===== src/rtl/capture_controller.sv =====
// capture_controller
//
// Sequencer and BRAM arbiter for the shared 28x28 frame buffer (784 x 16-bit words,
// single-port BRAM with one cycle of read latency). Each capture runs
// clear -> wait for frame start -> capture -> hand-off. The camera writer owns the
// BRAM during capture. The inference reader owns it otherwise.
//
// Optional feature: define CAPTURE_TIMEOUT_EN to add a watchdog that aborts a
// capture stuck in ARM/CAPTURE for TIMEOUT_CYC cycles without a vsync edge.
//
// Ports:
//   pclk, rst_n          clock, synchronous active-low reset
//   start                one-cycle capture request (ignored while busy)
//   vsync                camera frame sync (pclk domain, high in vertical blank)
//   cam_active           enables the camera writer
//   cam_en/we/addr/din   camera writer BRAM request (forwarded only in CAPTURE).
//                        The camera writer reads bram_dout directly.
//   rd_req/rd_addr       reader request, held until rd_gnt
//   rd_gnt               reader accepted this cycle (combinational)
//   rd_valid/rd_data     read result, two cycles after the grant
//   bram_en/we/addr/din  registered BRAM port
//   bram_dout            BRAM read data, valid one cycle after bram_en
//   busy                 high in CLEAR, ARM, CAPTURE, FLUSH
//   frame_ready          buffer holds a completed capture
//   drop_err             sticky: camera access seen outside CAPTURE
//   timeout              sticky watchdog flag (0 unless CAPTURE_TIMEOUT_EN)

module capture_controller #(
    parameter int unsigned DEPTH       = 784,
    parameter int unsigned AW          = 10,
    parameter int unsigned DW          = 16,
    parameter int unsigned FRAMES      = 1,
    parameter int unsigned TIMEOUT_CYC = 2000000
) (
    input  logic          pclk,
    input  logic          rst_n,
    input  logic          start,
    input  logic          vsync,
    output logic          cam_active,
    input  logic          cam_en,
    input  logic          cam_we,
    input  logic [AW-1:0] cam_addr,
    input  logic [DW-1:0] cam_din,
    input  logic          rd_req,
    input  logic [AW-1:0] rd_addr,
    output logic          rd_gnt,
    output logic          rd_valid,
    output logic [DW-1:0] rd_data,
    output logic          bram_en,
    output logic          bram_we,
    output logic [AW-1:0] bram_addr,
    output logic [DW-1:0] bram_din,
    input  logic [DW-1:0] bram_dout,
    output logic          busy,
    output logic          frame_ready,
    output logic          drop_err,
    output logic          timeout
);

    if (FRAMES < 1 || FRAMES > 15 || TIMEOUT_CYC < 1 || DEPTH > (1 << AW)) begin : g_cfg_err
        $error("capture_controller: illegal parameter set");
    end

    typedef enum logic [2:0] {
        StIdle,
        StClear,
        StArm,
        StCapture,
        StFlush,
        StReady
    } state_e;

    localparam logic [AW-1:0] LastAddr  = AW'(DEPTH - 1);
    localparam logic [3:0]    FramesLim = 4'(FRAMES);

    state_e        state;
    logic          vsync_q;
    logic          vs_edge;
    logic          reader_owns;
    logic [AW-1:0] clr_cnt;
    logic          clr_done;
    logic [3:0]    frm_cnt;
    logic          rd_pend;

    assign vs_edge     = vsync & ~vsync_q;
    assign reader_owns = (state == StIdle) || (state == StReady);
    assign busy        = ~reader_owns;

    // A start in the same cycle takes the BRAM, so the reader keeps waiting.
    assign rd_gnt  = rd_req & reader_owns & ~start;
    assign rd_data = rd_valid ? bram_dout : '0;

`ifdef CAPTURE_TIMEOUT_EN
    localparam logic [31:0] WdLast = 32'(TIMEOUT_CYC - 1);
    logic [31:0] wd_cnt;
    logic        timeout_q;
    assign timeout = timeout_q;
`else
    assign timeout = 1'b0;
`endif

    always_ff @(posedge pclk) begin
        if (!rst_n) begin
            state       <= StIdle;
            vsync_q     <= 1'b1;  // vsync already high at release is not an edge
            clr_cnt     <= '0;
            clr_done    <= 1'b0;
            frm_cnt     <= '0;
            rd_pend     <= 1'b0;
            rd_valid    <= 1'b0;
            cam_active  <= 1'b0;
            bram_en     <= 1'b0;
            bram_we     <= 1'b0;
            bram_addr   <= '0;
            bram_din    <= '0;
            frame_ready <= 1'b0;
            drop_err    <= 1'b0;
`ifdef CAPTURE_TIMEOUT_EN
            wd_cnt      <= '0;
            timeout_q   <= 1'b0;
`endif
        end else begin
            vsync_q  <= vsync;
            rd_pend  <= 1'b0;
            rd_valid <= rd_pend;
            bram_en  <= 1'b0;
            bram_we  <= 1'b0;

            if (cam_en && state != StCapture) begin
                drop_err <= 1'b1;
            end

            unique case (state)
                StIdle, StReady: begin
                    if (start) begin
                        state       <= StClear;
                        frame_ready <= 1'b0;
                        drop_err    <= 1'b0;
                        clr_cnt     <= '0;
                        clr_done    <= 1'b0;
                    end else if (rd_gnt) begin
                        bram_en   <= 1'b1;
                        bram_addr <= rd_addr;
                        rd_pend   <= 1'b1;
                    end
                end
                StClear: begin
                    // One extra cycle after the last write so ARM starts once
                    // address DEPTH-1 is already on the BRAM port.
                    if (clr_done) begin
                        state <= StArm;
                    end else begin
                        bram_en   <= 1'b1;
                        bram_we   <= 1'b1;
                        bram_addr <= clr_cnt;
                        bram_din  <= '0;
                        if (clr_cnt == LastAddr) begin
                            clr_done <= 1'b1;
                        end else begin
                            clr_cnt <= clr_cnt + AW'(1);
                        end
                    end
                end
                StArm: begin
                    if (vs_edge) begin
                        state      <= StCapture;
                        cam_active <= 1'b1;
                        frm_cnt    <= '0;
                    end
                end
                StCapture: begin
                    bram_en   <= cam_en;
                    bram_we   <= cam_we;
                    bram_addr <= cam_addr;
                    bram_din  <= cam_din;
                    if (vs_edge) begin
                        frm_cnt <= frm_cnt + 4'd1;
                        if ((frm_cnt + 4'd1) == FramesLim) begin
                            cam_active <= 1'b0;
                            state      <= StFlush;
                        end
                    end
                end
                StFlush: begin
                    // Last camera access retires on the BRAM port this cycle.
                    state       <= StReady;
                    frame_ready <= 1'b1;
                end
                default: begin
                    state <= StIdle;
                end
            endcase

`ifdef CAPTURE_TIMEOUT_EN
            if (reader_owns && start) begin
                timeout_q <= 1'b0;
            end
            // Counter is held at 0 outside ARM/CAPTURE, which also restarts it on ARM entry.
            if (state == StArm || state == StCapture) begin
                if (vs_edge) begin
                    wd_cnt <= '0;
                end else if (wd_cnt == WdLast) begin
                    state      <= StIdle;
                    cam_active <= 1'b0;
                    timeout_q  <= 1'b1;
                    wd_cnt     <= '0;
                end else begin
                    wd_cnt <= wd_cnt + 32'd1;
                end
            end else begin
                wd_cnt <= '0;
            end
`endif
        end
    end

endmodule


===== config.mk =====
export PLATFORM = sky130hd
export DESIGN_NAME = capture_controller
export DESIGN_NICKNAME = d
export VERILOG_FILES = /design/src/rtl/capture_controller.sv
export SDC_FILE = /design/constraint.sdc
export NUM_CORES = 1
export LEC_CHECK = 0
export ABC_AREA = 1
export CAP_MARGIN = 10
export CORE_MARGIN = 5
export CORE_UTILIZATION = 40
export DETAILED_ROUTE_END_ITERATION = 16
export PLACE_DENSITY = 0.79
export SLEW_MARGIN = 10
export SYNTH_ARGS = -nofsm -noshare
export SYNTH_HDL_FRONTEND = slang
export SYNTH_SLANG_ARGS = --single-unit
export TNS_END_PERCENT = 5

===== constraint.sdc =====
create_clock -name pclk -period 1.5 [get_ports pclk]
set_input_delay 0.15 -clock pclk [delete_from_list [all_inputs] [get_ports pclk]]
set_output_delay 0.15 -clock pclk [all_outputs]
set_load 0.01 [all_outputs]

==> run_results.csv <==
group,metric,value,unit
setup_path,end_kind,"register",
setup_path,setup.worst_path.start,"state[0]",
synth,synth_seq_area_share,0.371,
die,floorplan.initialDensity,0.411,
timing,finClkSkew,6.01,ps
timing,hold_violation_total_from_the_final_report,0,
setup_path,worst_setup_path_endpoint,"bram_addr[8]",
pwr,vdd.ir_drop.worst,0.000873,V
clock_network,cts-htree-levels,2,
timing,setup_viol,0,
synth,syn-num-nets,494,
pwr,leakagePower,0.00210,uW
setup_path,reg2reg_slack,20,ps
die,die_height,93.8,um
clock_network,clk_pin_slew,100,ps
setup_path,reg2reg_depth,10,
hold_path,hold_class,"primary input to register",
drt,met1_length,3.41,mm
clock_network,cts.root.buffer_cell,"sky130_fd_sc_hd__clkbuf_8",
drt,drt_first_iter_violations,168,
timing,report.final.slew_viol_count,0,
clock_network,postCtsHoldBufs,0,
setup_path,critical_path.reg2reg.startpoint,"state[0]",
timing,fin_hold_ws,385,ps
synth,synth_cell_type_count,33,
die,row_cnt,30,
timing,peak_freq,677,MHz
synth,synth_seq_cells,52,
final_layout,layout.cell_area.non_filler,4600,um2
die,io_pins,110,
global_routing,grt_first_pass_wirelength,14.3,mm
final_layout,final_net_count,640,
timing,grt_setup_unrepaired,"true",
timing,fin_setup_tns,0,ps
final_layout,syn_to_final_growth,63.8,%
global_routing,grt_pass1_vias,3168,
drt,met2_wirelength,4.61,mm
drt,sum_of_met3_wire_segment_lengths_after_detailed_routing,584,um
drt,routed_via_density,4.74,
place,finalWeightedCongestion,0.828,
clock_network,cts_tree,"built",
job,drv.max_cap_violation_count,0,
global_routing,groute.usage.overall,0.198,
final_layout,layout-drive-gt1-share,0.214,
place,place.detailed.hpwl,6.69,mm
final_layout,final_cells,675,
drt,finalWirelength,8.75,mm
setup_path,timing.critical_path.fanout_max,4,
die,floorplan.core_area,6830,um2
timing,final_worst_path_period_share,0.985,
final_layout,num-fill-cells,573,
pwr,fin_total_pwr,6250,uW
place,numPlacedInstances,663,
synth,syn_area,2810,um2
clock_network,num_cts_buffers,5,
die,die_w,93.8,um
drt,top_layer,"met4",
drt,drt_drc_violations_left,0,
setup_path,worstReg2RegEnd,"bram_addr[8]",
place,placed_area,4280,um2
global_routing,initial_antenna_violation_count,0,
drt,wl_per_cell,13.0,um
clock_network,clockBufferDepth,2,
setup_path,worst-setup-path-type,"register to register",
place,number_of_port_buffers,108,
global_routing,globalRoute.totalOverflow,0,
synth,synthesis.area_per_instance,6.50,um2
clock_network,clock_sinks,52,
clock_network,insertion_delay,310,ps
synth,post_synth_inst_count,432,
timing,period_needed,1480,ps
die,area_of_the_die,8800,um2
setup_path,worstPathArrival,1730,ps
drt,drt-pass1-iter-count,4,
synth,yosysWarningCount,0,
final_layout,n_antenna_cell,0,
run_status,outcome,"finished, final reports clean",
drt,antenna_violating_nets_post_route,0,
drt,dr_total_vias,3197,
global_routing,grt_start_max_net_pins,36,
setup_path,critPathLaunchType,"register",
setup_path,critPathRequiredTime,1750,ps
pwr,cellPowerDensity,1360,nW/um2
## per-layer routing
metal,track usage,vias up
met1,0.220,1494
met2,0.371,76
li1,-,1614
met3,0.0481,13
met4,0.0578,0
met5,0,-
## synth_stat cells
library cell	instances	share of area
sky130_fd_sc_hd__a21oi_1	35	0.062
sky130_fd_sc_hd__a22oi_1	1	0.0027
sky130_fd_sc_hd__a2bb2oi_1	1	0.0031
sky130_fd_sc_hd__a31oi_1	1	0.0022
sky130_fd_sc_hd__buf_2	4	0.0071
sky130_fd_sc_hd__buf_4	1	0.0027
sky130_fd_sc_hd__buf_6	1	0.0040
sky130_fd_sc_hd__clkbuf_1	9	0.012
sky130_fd_sc_hd__clkinv_1	1	0.0013
sky130_fd_sc_hd__conb_1	1	0.0013
sky130_fd_sc_hd__dfxtp_1	52	0.37
sky130_fd_sc_hd__ha_1	3	0.013
sky130_fd_sc_hd__inv_1	55	0.073
sky130_fd_sc_hd__inv_2	6	0.0080
sky130_fd_sc_hd__inv_6	1	0.0031
sky130_fd_sc_hd__nand2_1	125	0.17
sky130_fd_sc_hd__nand2_2	6	0.013
sky130_fd_sc_hd__nand2_4	4	0.016
sky130_fd_sc_hd__nand3_1	27	0.048
sky130_fd_sc_hd__nand3_4	1	0.0062
sky130_fd_sc_hd__nand3b_1	1	0.0027
sky130_fd_sc_hd__nand4_1	5	0.011
sky130_fd_sc_hd__nor2_1	46	0.061
sky130_fd_sc_hd__nor2_2	19	0.042
sky130_fd_sc_hd__nor2_4	2	0.0080
sky130_fd_sc_hd__nor2_8	1	0.0071
sky130_fd_sc_hd__nor3_1	1	0.0018
sky130_fd_sc_hd__o21ai_0	10	0.018
sky130_fd_sc_hd__o21ai_1	5	0.0089
sky130_fd_sc_hd__o21bai_1	1	0.0027
sky130_fd_sc_hd__or2_2	1	0.0022
sky130_fd_sc_hd__xnor2_1	2	0.0062
sky130_fd_sc_hd__xor2_1	3	0.0094
## worst max-delay path: stages (launching register included)
cell                         delay, ps
sky130_fd_sc_hd__dfxtp_4           380
sky130_fd_sc_hd__inv_4              80
sky130_fd_sc_hd__nand2_4            50
sky130_fd_sc_hd__buf_4             130
sky130_fd_sc_hd__nand2_4            60
sky130_fd_sc_hd__inv_2              50
sky130_fd_sc_hd__o21ai_4           210
sky130_fd_sc_hd__clkinvlp_4        190
sky130_fd_sc_hd__nand3_2            90
sky130_fd_sc_hd__nand2_1            70
sky130_fd_sc_hd__nor2_2            110
## registers in the layout (all words and copies together) (netlist names)
| signal | flops |
|---|---|
| vsync_q | 1 |
| bram_en | 1 |
| frame_ready | 1 |
| rd_valid | 1 |
| cam_active | 1 |
| bram_addr | 10 |
| drop_err | 1 |
| rd_pend | 1 |
| clr_cnt | 10 |
| frm_cnt | 4 |
| state | 3 |
| bram_we | 1 |
| clr_done | 1 |
| bram_din | 16 |
## timing repair
item	CTS	global route
endpoints found under the setup margin	34	40
gates resized for setup	30	45
pin swaps	0	13
cloned	0	1
buffers inserted	0	3
## area by class of cell
cell class	count	area [um2]	area share
repair buffers	153	1440	0.313
inverters	63	250	0.0544
clock buffers	5	68.8	0.0150
repair inverters	1	7.51	0.00163
clock inverters	3	46.3	0.0101
multi-input cells	302	1620	0.351
flip-flops and latches	52	1050	0.228
well taps	96	120	0.0261
## cells by family (layout without fill, tap and decap cells)
group | count (synthesis) | count (layout) | share of synthesized area
compound gates | 54 | 54 | 0.0998
xor+xnor | 5 | 5 | 0.0156
fa+ha+maj | 3 | 3 | 0.0134
buf+inv | 78 | 225 | 0.112
flops | 52 | 52 | 0.371
other cells | 1 | 1 | 0.00134
simple gates | 239 | 239 | 0.388
## cells in the final DEF, fill, tap and decap left out, drive strengths merged
| cell type | n |
|---|---|
| a21oi | 35 |
| a22oi | 1 |
| a2bb2oi | 1 |
| a31oi | 1 |
| buf | 47 |
| bufinv | 1 |
| clkbuf | 5 |
| clkdlybuf4s50 | 89 |
| clkinv | 1 |
| clkinvlp | 3 |
| conb | 1 |
| dfxtp | 52 |
| dlygate4sd2 | 16 |
| dlymetal6s2s | 1 |
| ha | 3 |
| inv | 62 |
| nand2 | 135 |
| nand3 | 28 |
| nand3b | 1 |
| nand4 | 5 |
| nor2 | 68 |
| nor3 | 1 |
| o21ai | 15 |
| o21bai | 1 |
| or2 | 1 |
| xnor2 | 2 |
| xor2 | 3 |
## power by group
group	internal, uW	switching (uW)	total, uW
clock	503	483	986
sequential	1620	157	1780
combinational	1610	1880	3490
total	3730	2520	6250
## through the flow
stage / utilization / setup WS (ps)
3_3_place_gp: 0.626 / -145
4_1_cts: 0.642 / -20.3
6_report: 0.674 / 22.9
5_1_grt: 0.674 / -82.9
2_1_floorplan: - / 45.8
3_5_place_dp: 0.626 / -141
## worst min-delay path by stage
stage | start | to | cells after the start
after floorplan | vsync | vsync_q | 2
after global placement | rd_pend | rd_valid | 2
after detailed placement | rd_pend | rd_valid | 2
after CTS | cam_din[7] | bram_din[7] | 3
after global routing | cam_din[6] | bram_din[6] | 3
final | cam_din[6] | bram_din[6] | 3
No activity file was read; power rests on OpenSTA's default activity.
